==> config.mk <==
export PLATFORM = sky130hd
export DESIGN_NAME = seq_alu_n
export DESIGN_NICKNAME = d
export VERILOG_FILES = /design/src/rtl/seq_alu_pkg.sv /design/src/rtl/seq_alu_mul_iter.sv /design/src/rtl/seq_alu_n.sv
export SDC_FILE = /design/constraint.sdc
export NUM_CORES = 1
export LEC_CHECK = 0
export ABC_AREA = 1
export ABC_CLOCK_PERIOD_IN_PS = 3000
export CAP_MARGIN = 20
export CORE_ASPECT_RATIO = 1.1
export CORE_MARGIN = 5
export CORE_UTILIZATION = 60
export DETAILED_ROUTE_END_ITERATION = 12
export GPL_ROUTABILITY_DRIVEN = 0
export PLACE_DENSITY = 0.82
export RECOVER_POWER = 50
export SYNTH_ARGS = -nofsm -noshare
export SYNTH_HDL_FRONTEND = slang
export SYNTH_SLANG_ARGS = --single-unit
export TNS_END_PERCENT = 10
==> constraint.sdc <==
create_clock -name clk -period 3 [get_ports clk]
set_clock_uncertainty 0.2 [all_clocks]
set_input_delay 0.75 -clock clk [delete_from_list [all_inputs] [get_ports clk]]
set_output_delay 0.75 -clock clk [all_outputs]
set_load 0.05 [all_outputs]
==> src/rtl/seq_alu_pkg.sv <==
// Shared opcode/state encodings and helpers for the sequential ALU.
package seq_alu_pkg;

    typedef enum logic [3:0] {
        OP_ADD   = 4'd0,
        OP_SUB   = 4'd1,
        OP_AND   = 4'd2,
        OP_OR    = 4'd3,
        OP_XOR   = 4'd4,
        OP_XNOR  = 4'd5,
        OP_PASSA = 4'd6,
        OP_NOTA  = 4'd7,
        OP_SHL   = 4'd8,
        OP_SHR   = 4'd9,
        OP_MUL   = 4'd10
    } op_t;

    typedef enum logic [1:0] {
        ST_IDLE = 2'd0,
        ST_BUSY = 2'd1,
        ST_DONE = 2'd2
    } state_t;

    // True for opcodes that may need more than one cycle (shift amount 0 is
    // still resolved in a single cycle by the caller).
    function automatic logic is_multi(input logic [3:0] op);
        return (op == OP_SHL) || (op == OP_SHR) || (op == OP_MUL);
    endfunction

endpackage

==> src/rtl/seq_alu_mul_iter.sv <==
// Iterative unsigned shift-add multiplier: loaded on start_i, then performs
// exactly WIDTH add/shift steps. last_o flags the cycle whose step is final;
// prod_o shows the accumulator including the current step.
module seq_alu_mul_iter #(
    parameter int WIDTH = 8
) (
    input  logic                 clk,
    input  logic                 rst,
    input  logic                 start_i,
    input  logic [WIDTH-1:0]     a_i,
    input  logic [WIDTH-1:0]     b_i,
    output logic                 last_o,
    output logic [2*WIDTH-1:0]   prod_o
);

    localparam int CW = $clog2(WIDTH + 1);

    logic [2*WIDTH-1:0] acc_q, acc_d;
    logic [2*WIDTH-1:0] mcand_q, mcand_d;
    logic [WIDTH-1:0]   mplier_q, mplier_d;
    logic [CW-1:0]      cnt_q, cnt_d;
    logic               busy_q, busy_d;
    logic [2*WIDTH-1:0] partial_s;
    logic [2*WIDTH-1:0] acc_step_s;

    assign partial_s  = mplier_q[0] ? mcand_q : {2*WIDTH{1'b0}};
    assign acc_step_s = acc_q + partial_s;
    assign prod_o     = acc_step_s;
    assign last_o     = busy_q && (cnt_q == CW'(1));

    // Next-state: load on start, otherwise one add/shift step per busy cycle.
    always_comb begin
        acc_d    = acc_q;
        mcand_d  = mcand_q;
        mplier_d = mplier_q;
        cnt_d    = cnt_q;
        busy_d   = busy_q;
        if (start_i) begin
            acc_d    = {2*WIDTH{1'b0}};
            mcand_d  = {{WIDTH{1'b0}}, a_i};
            mplier_d = b_i;
            cnt_d    = CW'(WIDTH);
            busy_d   = 1'b1;
        end else if (busy_q) begin
            acc_d    = acc_step_s;
            mcand_d  = {mcand_q[2*WIDTH-2:0], 1'b0};
            mplier_d = {1'b0, mplier_q[WIDTH-1:1]};
            cnt_d    = cnt_q - CW'(1);
            busy_d   = (cnt_q != CW'(1));
        end else begin
            busy_d   = 1'b0;
        end
    end

    // Multiplier state registers with synchronous reset.
    always_ff @(posedge clk) begin
        if (rst) begin
            acc_q    <= {2*WIDTH{1'b0}};
            mcand_q  <= {2*WIDTH{1'b0}};
            mplier_q <= {WIDTH{1'b0}};
            cnt_q    <= {CW{1'b0}};
            busy_q   <= 1'b0;
        end else begin
            acc_q    <= acc_d;
            mcand_q  <= mcand_d;
            mplier_q <= mplier_d;
            cnt_q    <= cnt_d;
            busy_q   <= busy_d;
        end
    end

endmodule

==> src/rtl/seq_alu_n.sv <==
// Handshaked WIDTH-bit ALU with registered result/flags. Single-cycle logic
// ops complete on the accept edge; shifts iterate one bit per cycle and MUL
// runs on the iterative multiplier.
module seq_alu_n #(
    parameter int WIDTH = 8,
    parameter int SHW   = $clog2(WIDTH)
) (
    input  logic             clk,
    input  logic             rst,
    input  logic             in_valid,
    output logic             in_ready,
    input  logic [3:0]       op,
    input  logic [WIDTH-1:0] a,
    input  logic [WIDTH-1:0] b,
    input  logic             cin,
    output logic             out_valid,
    input  logic             out_ready,
    output logic [WIDTH-1:0] res,
    output logic [WIDTH-1:0] res_hi,
    output logic             carry,
    output logic             zero,
    output logic             eq,
    output logic             err
);

    import seq_alu_pkg::*;

    state_t             state_q, state_d;
    logic [WIDTH-1:0]   sh_q, sh_d;
    logic [SHW-1:0]     cnt_q, cnt_d;
    logic               shl_q, shl_d;
    logic               mul_q, mul_d;
    logic               eq_pend_q, eq_pend_d;
    logic [WIDTH-1:0]   res_q, res_d;
    logic [WIDTH-1:0]   res_hi_q, res_hi_d;
    logic               carry_q, carry_d;
    logic               zero_q, zero_d;
    logic               eq_q, eq_d;
    logic               err_q, err_d;

    logic               accept_s;
    logic               go_busy_s;
    logic [SHW-1:0]     amt_s;
    logic [WIDTH:0]     sum_s;
    logic [WIDTH:0]     diff_s;
    logic [WIDTH-1:0]   sh_step_s;
    logic [WIDTH-1:0]   sc_res_s;
    logic               sc_carry_s;
    logic               sc_err_s;
    logic               mul_start_s;
    logic               mul_last_s;
    logic [2*WIDTH-1:0] mul_prod_s;

    // Ready depends on state and out_ready only, never on in_valid.
    assign in_ready  = (state_q == ST_IDLE) || ((state_q == ST_DONE) && out_ready);
    assign accept_s  = in_valid && in_ready;
    assign amt_s     = b[SHW-1:0];
    assign go_busy_s = is_multi(op) && ((op == OP_MUL) || (amt_s != {SHW{1'b0}}));
    assign mul_start_s = accept_s && (op == OP_MUL);

    assign sum_s  = {1'b0, a} + {1'b0, b}  + {{WIDTH{1'b0}}, cin};
    assign diff_s = {1'b0, a} + {1'b0, ~b} + {{WIDTH{1'b0}}, cin};
    assign sh_step_s = shl_q ? {sh_q[WIDTH-2:0], 1'b0} : {1'b0, sh_q[WIDTH-1:1]};

    assign out_valid = (state_q == ST_DONE);
    assign res       = res_q;
    assign res_hi    = res_hi_q;
    assign carry     = carry_q;
    assign zero      = zero_q;
    assign eq        = eq_q;
    assign err       = err_q;

    seq_alu_mul_iter #(
        .WIDTH (WIDTH)
    ) u_mul (
        .clk     (clk),
        .rst     (rst),
        .start_i (mul_start_s),
        .a_i     (a),
        .b_i     (b),
        .last_o  (mul_last_s),
        .prod_o  (mul_prod_s)
    );

    // Result of any op that completes on its accept edge (shift by 0 = pass).
    always_comb begin
        sc_res_s   = {WIDTH{1'b0}};
        sc_carry_s = 1'b0;
        sc_err_s   = 1'b0;
        case (op)
            OP_ADD:   begin
                sc_res_s   = sum_s[WIDTH-1:0];
                sc_carry_s = sum_s[WIDTH];
            end
            OP_SUB:   begin
                sc_res_s   = diff_s[WIDTH-1:0];
                sc_carry_s = diff_s[WIDTH];
            end
            OP_AND:   sc_res_s = a & b;
            OP_OR:    sc_res_s = a | b;
            OP_XOR:   sc_res_s = a ^ b;
            OP_XNOR:  sc_res_s = ~(a ^ b);
            OP_PASSA: sc_res_s = a;
            OP_NOTA:  sc_res_s = ~a;
            OP_SHL,
            OP_SHR:   sc_res_s = a;
            OP_MUL:   sc_res_s = {WIDTH{1'b0}};
            default:  sc_err_s = 1'b1;
        endcase
    end

    // FSM next-state and output-register loading (outputs change only on DONE entry).
    always_comb begin
        state_d   = state_q;
        sh_d      = sh_q;
        cnt_d     = cnt_q;
        shl_d     = shl_q;
        mul_d     = mul_q;
        eq_pend_d = eq_pend_q;
        res_d     = res_q;
        res_hi_d  = res_hi_q;
        carry_d   = carry_q;
        zero_d    = zero_q;
        eq_d      = eq_q;
        err_d     = err_q;
        case (state_q)
            ST_IDLE,
            ST_DONE: begin
                if (accept_s) begin
                    eq_pend_d = (a == b);
                    shl_d     = (op == OP_SHL);
                    mul_d     = (op == OP_MUL);
                    sh_d      = a;
                    cnt_d     = amt_s;
                    if (go_busy_s) begin
                        state_d = ST_BUSY;
                    end else begin
                        state_d  = ST_DONE;
                        res_d    = sc_res_s;
                        res_hi_d = {WIDTH{1'b0}};
                        carry_d  = sc_carry_s;
                        zero_d   = (sc_res_s == {WIDTH{1'b0}});
                        eq_d     = (a == b);
                        err_d    = sc_err_s;
                    end
                end else if ((state_q == ST_DONE) && out_ready) begin
                    state_d = ST_IDLE;
                end else begin
                    state_d = state_q;
                end
            end
            ST_BUSY: begin
                if (mul_q) begin
                    if (mul_last_s) begin
                        state_d  = ST_DONE;
                        res_d    = mul_prod_s[WIDTH-1:0];
                        res_hi_d = mul_prod_s[2*WIDTH-1:WIDTH];
                        carry_d  = 1'b0;
                        zero_d   = (mul_prod_s[WIDTH-1:0] == {WIDTH{1'b0}});
                        eq_d     = eq_pend_q;
                        err_d    = 1'b0;
                    end else begin
                        state_d = ST_BUSY;
                    end
                end else begin
                    sh_d  = sh_step_s;
                    cnt_d = cnt_q - SHW'(1);
                    if (cnt_q == SHW'(1)) begin
                        state_d  = ST_DONE;
                        res_d    = sh_step_s;
                        res_hi_d = {WIDTH{1'b0}};
                        carry_d  = 1'b0;
                        zero_d   = (sh_step_s == {WIDTH{1'b0}});
                        eq_d     = eq_pend_q;
                        err_d    = 1'b0;
                    end else begin
                        state_d = ST_BUSY;
                    end
                end
            end
            default: state_d = ST_IDLE;
        endcase
    end

    // State and output registers; reset discards any in-flight operation.
    always_ff @(posedge clk) begin
        if (rst) begin
            state_q   <= ST_IDLE;
            sh_q      <= {WIDTH{1'b0}};
            cnt_q     <= {SHW{1'b0}};
            shl_q     <= 1'b0;
            mul_q     <= 1'b0;
            eq_pend_q <= 1'b0;
            res_q     <= {WIDTH{1'b0}};
            res_hi_q  <= {WIDTH{1'b0}};
            carry_q   <= 1'b0;
            zero_q    <= 1'b0;
            eq_q      <= 1'b0;
            err_q     <= 1'b0;
        end else begin
            state_q   <= state_d;
            sh_q      <= sh_d;
            cnt_q     <= cnt_d;
            shl_q     <= shl_d;
            mul_q     <= mul_d;
            eq_pend_q <= eq_pend_d;
            res_q     <= res_d;
            res_hi_q  <= res_hi_d;
            carry_q   <= carry_d;
            zero_q    <= zero_d;
            eq_q      <= eq_d;
            err_q     <= err_d;
        end
    end

endmodule

# ---- Yosys cells after proc, flatten, opt, wreduce, memory -nomap -nowiden
# Cells that the tools add are included.
dict set report totals {
  reg_bits 81
  latchBits 0
  mem_bits_rw 0
  rom_bits 0
  in_bits 25
  n_memories 0
}
dict set report op_classes {
  add_sub_neg 7
  n_mul 0
  div_mod_pow 0
  order_cmp 0
  n_eq_ne 22
  n_shift 0
  muxes 59
  n_bitwise 6
  reduce_logical 24
}
# op count
set ops {}
lappend ops {{$mux 8} 17}
lappend ops {{$pmux 8 s8} 1}
lappend ops {{$pmux 8 s2} 3}
lappend ops {{$logic_not 8->1} 3}
lappend ops {{$not 8->8} 3}
lappend ops {{$mux 1} 20}
lappend ops {{$add 8x8->9} 2}
lappend ops {{$add 9x1->9} 2}
lappend ops {{$add 16x16->16} 1}
lappend ops {{$eq 4x3->1 const B} 4}
lappend ops {{$mux 16} 1}
lappend ops {{$eq 4x4->1 const B} 3}
lappend ops {{$mux 2} 6}
lappend ops {{$reduce_or 11->1} 1}
lappend ops {{$pmux 1 s2} 5}
lappend ops {{$ne 3x3->1 const B} 3}
lappend ops {{$and 8x8->8} 1}
lappend ops {{$eq 4x1->1 const B} 2}
lappend ops {{$eq 4x2->1 const B} 2}
lappend ops {{$eq 8x8->1} 1}
lappend ops {{$mux 4} 2}
lappend ops {{$or 8x8->8} 1}
lappend ops {{$xor 8x8->8} 1}
lappend ops {{$mux 3} 2}
lappend ops {{20 further kinds} 31}

# ---- Longest topological paths before layout
dict set report depth {
  depth_word 8
  depth_mapped 18
  mapped_depth_nobuf 16
}

# ---- Hierarchy
# A second synthesis with hierarchy kept.
dict set report hier_totals {
  hier_cells 997
  hier_area_um2 6183.4
}
# mod instances cells_each area_each_um2
set modules_own_cells {}
lappend modules_own_cells {seq_alu_n 1 552 3330.7}
lappend modules_own_cells {seq_alu_mul_iter 1 445 2852.7}

# ---- Worst setup path before layout
# No wires, ideal clock.
dict set report synth_path {
  kind {input-to-reg}
  from {in a[0]}
  to {reg zero_q (netlist: zero)}
  arrival_ns 2.511
  required_ns 2.730
  slack_ns 0.219
  stages 13
  path_cell_list {inv_1 fa_1 fa_1 inv_1 nand3_1 nand2_1 nor2_1 nand3_1 nor2_1 nand3_1 nor2_1 nand3_1 a21oi_1}
}
dict set report synth_via {
  elab_chain_len 7
  word_cells_on_any_way 14
  cone_classes {add/sub (4); mux (4); bitwise (5); reduce/logical (1)}
}
# item line_no
set synth_lines {}
lappend synth_lines {{start, declared} seq_alu_n.sv:13} ;# input logic [WIDTH-1:0] a,
lappend synth_lines {{$add 8x8->9 (tied with other cells)} seq_alu_n.sv:62} ;# assign diff_s = {1'b0, a} + {1'b0, ~b} + {{WIDTH{1'b0}}, cin};
lappend synth_lines {{$add 9x1->9 (tied with other cells)} seq_alu_n.sv:62}
lappend synth_lines {{$pmux 8 s8 (*)} seq_alu_n.sv:90} ;# case (op)
lappend synth_lines {{$logic_not 8->1 (*)} seq_alu_n.sv:142} ;# zero_d = (sc_res_s == {WIDTH{1'b0}});
lappend synth_lines {{$mux 1 (*)} seq_alu_n.sv:135} ;# if (go_busy_s) begin
lappend synth_lines {{$mux 1 (*)} seq_alu_n.sv:129} ;# if (accept_s) begin
lappend synth_lines {{$pmux 1 s2 (*)} seq_alu_n.sv:126} ;# case (state_q)
lappend synth_lines {{end signal, assigned} seq_alu_n.sv:210} ;# zero_q <= zero_d;
lappend synth_lines {{end, declared} seq_alu_n.sv:37} ;# logic zero_q, zero_d;
# Mark *: on every way between the ends. The rest lies on a longest branch, timed or not. The select of a mux whose other input is x is not followed.
# A chain may end at the register's enable or synchronous reset.

# ---- Worst setup path in the final report
dict set report layout_path {
  from {in b[0]}
  to {reg res_q[1] (netlist: res[1])}
}
dict set report layout_via {
  elab_chain_len 7
  word_cells_on_any_way 14
  cone_classes {add/sub (4); eq/ne (1); mux (4); bitwise (1); reduce/logical (4)}
}
# item line_no
set layout_lines {}
lappend layout_lines {{start, declared} seq_alu_n.sv:14} ;# input logic [WIDTH-1:0] b,
lappend layout_lines {{$not 8->8} seq_alu_n.sv:62}
lappend layout_lines {{$add 8x8->9} seq_alu_n.sv:62}
lappend layout_lines {{$add 9x1->9} seq_alu_n.sv:62}
lappend layout_lines {{$pmux 8 s8} seq_alu_n.sv:90}
lappend layout_lines {{$mux 8} seq_alu_n.sv:135}
lappend layout_lines {{$mux 8} seq_alu_n.sv:129}
lappend layout_lines {{$pmux 8 s2} seq_alu_n.sv:126}
lappend layout_lines {{end signal, assigned} seq_alu_n.sv:194} ;# res_q <= {WIDTH{1'b0}};
lappend layout_lines {{end signal, assigned} seq_alu_n.sv:207} ;# res_q <= res_d;
lappend layout_lines {{end, declared} seq_alu_n.sv:34} ;# logic [WIDTH-1:0] res_q, res_d;
# Parallel ways exist; a longest one is shown, timed or not. The select of a mux whose other input is x is not followed.

==> results.json <==
{
  "worstReg2RegStart": "u_mul.mplier_q[0]",
  "leakage_nw": 3.50,
  "finalCritPeriodShare_pct": 95.0,
  "grt_usage_pct": 28.9,
  "cp.arrival_ns": 2.90,
  "cts_tree": "built",
  "io_pins": 47,
  "antenna_found_initial": 0,
  "final.setup.tns_ns": 0,
  "netlist.area_leader.share_pct": 26.8,
  "layout.nets": 1088,
  "num_rows": 38,
  "drv_slew": 0,
  "drt-pass1-iter-count": 5,
  "synth-compound-area-share_pct": 18.0,
  "syn_inst": 918,
  "cp-start-kind": "input pin",
  "die-area_sq_mm": 0.0122,
  "end_kind": "flop",
  "core_area_sq_mm": 0.00984,
  "grt_max_degree": 52,
  "crit_required_ns": 3.05,
  "power.density_mw_per_mm2": 381,
  "wl_um": 17300,
  "final.fill_count": 843,
  "synthMuxAreaShare_pct": 0,
  "rsz0062_at_grt": "false",
  "synthAdderAreaFrac_pct": 10.8,
  "cts-root-buf": "clkbuf_8",
  "fin_crit_ns": 2.85,
  "routedWlPerCell_um": 15.2,
  "grt_overflow": 0,
  "die_h_um": 115,
  "drt_iter0_markers": 497,
  "dr_total_vias": 6365,
  "dp.cells": 1121,
  "synth_area_leader_cell": "dfxtp_1",
  "yosysSeqAreaShare_pct": 26.8,
  "diodes": 0,
  "cts.sinks": 81,
  "clockBufferDepth": 2,
  "drt.antenna.violating_nets": 0,
  "fmax_mhz": 351,
  "drive_gt1_share_pct": 13.2,
  "yosys.area_share.simple_pct": 31.6,
  "tightest_slew_ns": 0.581,
  "synth_top_family_by_area": "simple AND/OR/NAND/NOR gates",
  "worstHoldStart": "res_hi[3]",
  "die_w_um": 106,
  "synth_seq_cells": 81,
  "crit_path_max_fanout": 2,
  "synth_cell_types": 49,
  "area_growth_pct": 19.6,
  "rr_worst_depth": 14,
  "rr_endpoint": "u_mul.acc_q[15]",
  "first_global_vias": 5951,
  "numCtsBuffers": 9,
  "p_total_mw": 2.75,
  "synth-xor-area-share_pct": 1.74,
  "max-vdd-ir-drop_uv": 196,
  "drc_errors": 0,
  "hold_buffers": 0,
  "status": "completed",
  "finalHoldViolCount": 0,
  "io_buffers": 46,
  "avgViaCountPerCell": 5.59,
  "initial_core_util_pct": 61.4,
  "drv_cap": 0,
  "grt_first_pass_wirelength_um": 27900,
  "synth_area_per_cell_sq_um": 6.58,
  "ys.warnings.count": 0,
  "fin_cells": 1139,
  "reg2reg_slack_ns": 0.38,
  "setup_viol": 0,
  "syn_area_sq_mm": 0.00604,
  "hold_ws_ns": 0.263,
  "relSlewSlack_pct": 61.1,
  "synth_fp_nets": 992,
  "worst-setup-path-type": "in2reg",
  "htreeDepth": 3,
  "hold_path.class": "reg2reg",
  "synth_area_leaders": "dfxtp_1 27%, nand2_1 15%, ha_1 9.1%",
  "clk_pin_slew_ns": 0.08,
  "detailed_place_hpwl_um": 13300,
  "hold_end": "res_hi[3]",
  "insertion_delay_ns": 0.37,
  "hold_depth": 2
}
-- per-layer routing --
metal	part of all wire, %	GRT usage (%)
met5	0	0
met4	6.6	18.3
met3	7.3	5.00
met2	46	49.0
met1	40	34.0
-- placed cells by master, fill, tap and decap left out, types with 3 or more instances in the layout --
cell and n:
a22oi_1 3, a31oi_1 21, ha_1 44, fa_2 3, a21oi_1 70, o211ai_1 5, o21a_1 4, a211oi_1 3
xor2_1 8, buf_4 72, nand4_1 7, nand2_1 237, o21ai_0 56, dfxtp_1 80, a21o_1 4, nor3_1 5
clkdlybuf4s50_1 39, a21oi_2 4, nor2_4 3, nor3b_1 3, clkbuf_8 10, nand2_2 5, o21bai_1 4, nor2_2 4
inv_2 12, nor2_1 65, o21ai_1 5, nand3b_1 3, xnor2_1 4, nand3_1 85, inv_1 112
-- final cells by class --
type / count / area [sq um] / area share (%)
multi-input combinational: 677 / 3730 / 51.7
tap: 120 / 150 / 2.08
timing repair buffer: 120 / 1020 / 14.1
sequential: 81 / 1620 / 22.5
clock inverter: 6 / 90.1 / 1.25
clock buffer: 10 / 138 / 1.91
inverter: 125 / 472 / 6.53
-- how the worst max path moves through the flow --
stage / to / slack (ns) / startpoint
finish: res[1] / 0.15 / b[0]
global route: zero / 0.02 / a[2]
CTS: zero / 0.0002 / a[0]
detailed placement: zero / -0.45 / a[0]
global placement: zero / -0.42 / a[0]
floorplan: zero / 0.22 / a[0]
-- worst max-delay path: stages --
cell and delay (ns):
dlygate4sd2_1 0.27, inv_1 0.10, fa_2 0.42, fa_2 0.53, inv_1 0.04, nand3_1 0.07
nand2_1 0.06, nor2_1 0.10, nand3_1 0.11, buf_4 0.15, a221oi_2 0.25, nor2_1 0.06
-- timing repair --
action / CTS / global route
resized for setup: 4 / 5
buffers inserted: 0 / 2
pin swaps: 0 / 5
setup endpoints to repair: 1 / 3
-- cell families after synthesis --
kind of cell               after synthesis
and+or+nand+nor                        428
AOI/OAI and AO/OA                      188
buffers and inverters                  160
DFF                                     81
adders and majority gates               49
xor gates and xnor gates                12
-- through the flow --
step,util [%],area (sq um),setup slack (ns)
floorplan,-,6040,0.219
global placement,71.2,7010,-0.421
detailed placement,71.2,7010,-0.450
CTS,73.5,7230,0.000198
global route,73.4,7220,0.0176
finish,73.4,7220,0.149
-- report_power, final --
part | switching [mW] | internal, mW
registers | 0.0311 | 1.12
logic | 0.425 | 0.273
clock network | 0.416 | 0.494
-- flip-flops by register name (all words and copies together), names as in the netlist --
name,count
u_mul.acc_q,16
u_mul.mcand_q,16
res,8
res_hi,8
sh_q,8
u_mul.mplier_q,8
u_mul.cnt_q,4
cnt_q,3
state_q,2
carry,1
eq,1
eq_pend_q,1
err,1
mul_q,1
shl_q,1
u_mul.busy_q,1
zero,1
-- Yosys cell counts (all sizes together) --
| library cell | instances |
|---|---|
| ha | 44 |
| xnor2 | 4 |
| o31ai | 2 |
| inv | 125 |
| o21bai | 4 |
| clkbuf | 17 |
| buf | 18 |
| nor3 | 5 |
| or2 | 4 |
| a21oi | 74 |
| nor4 | 2 |
| a211oi | 3 |
| nor3b | 3 |
| o21a | 4 |
| nand4 | 7 |
| nand3 | 86 |
| dfxtp | 81 |
| o22ai | 1 |
| a221oi | 2 |
| o21ai | 62 |
| a21o | 4 |
| a22oi | 5 |
| a31oi | 21 |
| nand2 | 244 |
| o211ai | 5 |
| fa | 5 |
| xor2 | 8 |
| nor2 | 74 |
| nand3b | 3 |
| a41oi | 1 |
(Power assumes the default switching activity.)
